`src/rtl/slip_count_reg_if.sv`:
```
// Control, data and status signals of one counter slice.
// The parent drives the master side; the counter slice is the slave.
interface slip_count_reg_if #(
    parameter int WIDTH = 16
);
    logic             CLEAR;
    logic             LOAD;
    logic [WIDTH-1:0] D;
    logic             CIN;
    logic             RELOAD_EN;
    logic [WIDTH-1:0] Q;
    logic             COUT;
    logic             TC;

    modport master (
        output CLEAR, LOAD, D, CIN, RELOAD_EN,
        input  Q, COUT, TC
    );

    modport slave (
        input  CLEAR, LOAD, D, CIN, RELOAD_EN,
        output Q, COUT, TC
    );
endinterface

```
`src/rtl/slip_count_reg.sv`:
```
// Loadable, cascadable up-counter slice built from a half-adder ripple chain, with optional modulo reload.
// Latency: Q and TC update 1 cycle after the controlling edge; COUT is combinational from CIN and Q.
// Backpressure: none; CIN acts as the count enable, and CLEAR and LOAD take priority over counting.
module slip_count_reg #(
    parameter int WIDTH = 16
) (
    input  logic              MasterClock,
    input  logic              RESET,
    slip_count_reg_if.slave   bus
);
    logic [WIDTH-1:0] q_q, q_d;
    logic             tc_q, tc_d;
    logic [WIDTH:0]   carry;
    logic [WIDTH-1:0] sum;

    always_comb begin
        carry    = '0;
        sum      = '0;
        carry[0] = bus.CIN;
        for (int i = 0; i < WIDTH; i++) begin
            sum[i]     = q_q[i] ^ carry[i];
            carry[i+1] = q_q[i] & carry[i];
        end
    end

    // A carry out of the top bit is the wrap condition: CIN high with Q all-ones.
    always_comb begin
        q_d  = q_q;
        tc_d = 1'b0;
        if (bus.CLEAR) begin
            q_d = '0;
        end else if (bus.LOAD) begin
            q_d = bus.D;
        end else if (carry[WIDTH]) begin
            q_d  = bus.RELOAD_EN ? bus.D : '0;
            tc_d = 1'b1;
        end else begin
            q_d = sum;
        end
    end

    always_ff @(posedge MasterClock or posedge RESET) begin
        if (RESET) begin
            q_q  <= '0;
            tc_q <= 1'b0;
        end else begin
            q_q  <= q_d;
            tc_q <= tc_d;
        end
    end

    assign bus.Q    = q_q;
    assign bus.TC   = tc_q;
    assign bus.COUT = carry[WIDTH];
endmodule
```
`src/flat_wrapper.sv`:
```
// flat-port wrapper written by rule: the top's interface ports become plain ports
module slip_count_reg_flat 
#(
    parameter int WIDTH = 16
)
  (MasterClock, RESET, bus_CLEAR, bus_LOAD, bus_D, bus_CIN, bus_RELOAD_EN, bus_Q, bus_COUT, bus_TC);
  slip_count_reg_if #(.WIDTH(WIDTH)) bus_i ();
  input  logic MasterClock;
  input  logic RESET;
  input wire logic [$bits(bus_i.CLEAR)-1:0] bus_CLEAR;
  input wire logic [$bits(bus_i.LOAD)-1:0] bus_LOAD;
  input wire logic [$bits(bus_i.D)-1:0] bus_D;
  input wire logic [$bits(bus_i.CIN)-1:0] bus_CIN;
  input wire logic [$bits(bus_i.RELOAD_EN)-1:0] bus_RELOAD_EN;
  output wire logic [$bits(bus_i.Q)-1:0] bus_Q;
  output wire logic [$bits(bus_i.COUT)-1:0] bus_COUT;
  output wire logic [$bits(bus_i.TC)-1:0] bus_TC;
  assign bus_i.CLEAR = bus_CLEAR;
  assign bus_i.LOAD = bus_LOAD;
  assign bus_i.D = bus_D;
  assign bus_i.CIN = bus_CIN;
  assign bus_i.RELOAD_EN = bus_RELOAD_EN;
  assign bus_Q = bus_i.Q;
  assign bus_COUT = bus_i.COUT;
  assign bus_TC = bus_i.TC;
  slip_count_reg #(.WIDTH(WIDTH)) u_core (.MasterClock(MasterClock), .RESET(RESET), .bus(bus_i));
endmodule
```
`config.mk`:
```
export PLATFORM = sky130hd
export DESIGN_NAME = slip_count_reg_flat
export DESIGN_NICKNAME = d
export VERILOG_FILES = /design/src/rtl/slip_count_reg_if.sv /design/src/rtl/slip_count_reg.sv /design/src/flat_wrapper.sv
export SDC_FILE = /design/constraint.sdc
export NUM_CORES = 1
export LEC_CHECK = 0
export CORE_MARGIN = 4
export CORE_UTILIZATION = 50
export CTS_BUF_LIST = sky130_fd_sc_hd__clkbuf_8 sky130_fd_sc_hd__clkbuf_16
export DETAILED_ROUTE_END_ITERATION = 8
export DONT_BUFFER_PORTS = 1
export GPL_TIMING_DRIVEN = 0
export PLACE_DENSITY = 0.68
export SYNTH_ARGS = -nofsm -noshare
export SYNTH_HDL_FRONTEND = slang
export SYNTH_SLANG_ARGS = --single-unit
```
`constraint.sdc`:
```
create_clock -name MasterClock -period 5 [get_ports MasterClock]
set_clock_uncertainty 0.1 [all_clocks]
set_input_delay 1 -clock MasterClock [delete_from_list [all_inputs] [get_ports MasterClock]]
set_output_delay 1 -clock MasterClock [all_outputs]
set_load 0.05 [all_outputs]
```
==> impl_results.md <==
* Vias per cell at around 5.7
* Core area at 1940 µm²
* Number of max-cap violations at 0
* Startpoint types: primary input
* Final hold vios at 0
* Run status: finished, final reports clean
* TritonCTS buffer count at 3
* Worst-Margin Slew at approximately 0.64 ns
* R2r endpoint: u_core.bus.Q[14]
* Vias in the first global route at 766
* Average size of a mapped cell at about 11 µm²
* Final ANT Viol Nets at 0
* GRT overflow at 0
* Fmax at ~0.20 GHz
* PwrDens at 267 nW/µm²
* CP max FO at 6
* # IOs at 40
* Starting density of the core at 0.523
* HPWL after detailed placement at 1530 µm
* Register area at between 400 and 500 µm²
* Initial antenna violation count at 0
* Dpl cell area at approximately 1100 µm²
* DRT iter0 DRCs at 10
* Final instance area at roughly 1100 µm²
* Seq/Total Area, Yosys at 0.419
* Max transition margin at 0.572
* GRT Resource Usage Total at 0.169
* Post-Route WL at between 2000 and 2500 µm
* Largest net degree at the start of global routing at 18
* Pre-CTS WS at -0.134 ns
* RePlAce Congestion at between 0.6 and 0.7
* Reg clk slew, reported paths at ~0.060 ns
* Synthesis-stage register bit count at 17
* R2R cell count at 19
* CTS tree: built
* Filler Cell Count at approximately 180
* DRC viols at 0
* IO buf count at 0
* Synthesized net count at between 100 and 150
* Number of detailed-route iterations in the first pass at 3
* Die H at between 50 and 60 µm
* Critical path data arrival time at around 3.8 ns
* CP required at a little under 4 ns
* Slew Limit Fails at 0
* Die Wd at around 53 µm
* Leak at 0.513 nW
* Mean routed wirelength per cell at around 16 µm
* Register-to-Register Setup Slack at roughly 0.44 ns
* Worst Setup Slack, final at around 0.10 ns
* N_diodes at 0
* RSZ-0062 raised after global routing: false
* VDD IR-drop max at 0.000158 V
* First-pass GRT wire length at between 3000 and 4000 µm
* Root Driver: clkbuf_8
* Reg2reg start: u_core.bus.Q[0]
* Distinct cells, synth at 12
* Layout cells sized above 1 at 0.158
* Clock sinks at 17
* Rows at 16
* Clock Tree Buf Depth at 2
* H-tree depth at 1
* Tightest Hold Check Type: primary input to async pin
* Die area at 2810 µm²
* Final setup vio count at 0
* Syn Inst Count at 90
* CP Capture Type: output port
* Insertion delay to the later sink of the worst-skew pair at between 0.2 and 0.25 ns
* WS Path Type: primary input to output port
* Via count at around 700
* Critical path origin: bus_CIN
* Cell area after technology mapping at 1010 µm²
* Fin crit share at 0.979
* Hold-fix buffers, CTS at 0
* Yosys Warn Count at 0
* Area Growth Syn to Fin at 11.3%
* Minimum clock period at ~4.9 ns
* Multi-input logic area at between 500 and 600 µm²
* Final nets at around 130
==> cells in the final DEF, fill, tap and decap left out <==
cell type / synthesis / routed
o21ai_0: 6 / 6
ha_1: 16 / 7
o21ai_1: 10 / 10
inv_1: 1 / 2
clkbuf_8: 0 / 3
dfrtp_1: 17 / 17
buf_6: 1 / 1
nor3b_1: 1 / 1
clkbuf_2: 2 / 2
clkbuf_1: 3 / 3
buf_1: 0 / 1
nand2b_1: 16 / 16
a21oi_1: 1 / 1
ha_4: 0 / 1
or4b_1: 16 / 16
ha_2: 0 / 8
==> synth_stat cells <==
| master | n | area [µm²] |
|---|---|---|
| or4b_1 | 16 | 160 |
| clkbuf_2 | 2 | 10.0 |
| clkbuf_1 | 3 | 11.3 |
| ha_1 | 16 | 200 |
| buf_6 | 1 | 11.3 |
| inv_1 | 1 | 3.75 |
| nor3b_1 | 1 | 7.51 |
| a21oi_1 | 1 | 5.00 |
| dfrtp_1 | 17 | 425 |
| o21ai_1 | 10 | 50.1 |
| o21ai_0 | 6 | 30.0 |
| nand2b_1 | 16 | 100 |
==> per-layer routing <==
layer | vias up | part of all wire | GRT usage
met5 | - | 0 | 0
met4 | 0 | 0.0060 | 0.0468
met3 | 2 | 0.076 | 0.0451
met2 | 19 | 0.48 | 0.285
met1 | 340 | 0.44 | 0.210
li1 | 340 | - | -
==> power breakdown <==
part / leakage (nW) / switching (mW) / internal (mW)
registers: 0.226 / 0.0337 / 0.145
logic: 0.260 / 0.0141 / 0.0119
clock network: 0.0269 / 0.0434 / 0.0543
==> worst max-delay path: stages <==
cell and delay (ns):
ha_1 0.16, ha_1 0.18, ha_1 0.17, ha_1 0.18
ha_1 0.18, ha_1 0.18, ha_2 0.17, ha_2 0.16
ha_2 0.16, ha_2 0.17, ha_1 0.18, ha_2 0.17
ha_2 0.16, ha_2 0.16, ha_2 0.18, ha_4 0.23
==> state kept, by name, summed over array words and instances, names as in the netlist <==
register       count
u_core.bus.Q      16
u_core.bus.TC      1
==> metrics by stage <==
stage	hold WS (ns)	TNS, ns	utilization	power (mW)	instances
finish	0.626	0	0.582	0.302	122
global route	0.668	0	0.582	0.323	122
CTS	0.656	0	0.577	0.306	122
detailed placement	0.922	-1.23	0.541	0.207	117
global placement	0.911	-1.37	0.541	0.206	117
floorplan	0.826	0	-	0.200	90
==> worst max-delay path by stage <==
stage	end	cells after the start
2_1_floorplan	bus_COUT	16
3_3_place_gp	u_core.bus.Q[8]	19
3_5_place_dp	bus_COUT	16
4_1_cts	bus_COUT	16
5_1_grt	bus_COUT	16
6_report	bus_COUT	16
==> kinds of logic (layout without fill, tap and decap cells) <==
family                   after synthesis  count (layout)  share of synthesized area
flip-flops                            17              17                      0.419
adder cells (fa/ha/maj)               16              16                      0.197
AO/OA/AOI/OAI                         17              17                     0.0838
buffers and inverters                  7              12                     0.0358
AND/OR/NAND/NOR                       33              33                      0.264
==> area by class of cell <==
cell class                 count  area share
clock inverter                 1     0.00332
buffer                         6      0.0288
inverter                       1     0.00332
timing repair buffer           1     0.00332
clock buffer                   3      0.0365
tap                           27      0.0299
multi-input combinational     66       0.518
sequential                    17       0.377
==> timing repair <==
| action | 4_1_cts | 5_1_grt |
|---|---|---|
| setup endpoints to repair | 1 | 1 |
| gates resized for setup | 5 | 4 |
| setup buffers | 1 | 0 |
| pin swaps | 0 | 0 |
Note: power is estimated with default switching activity, not from simulation.
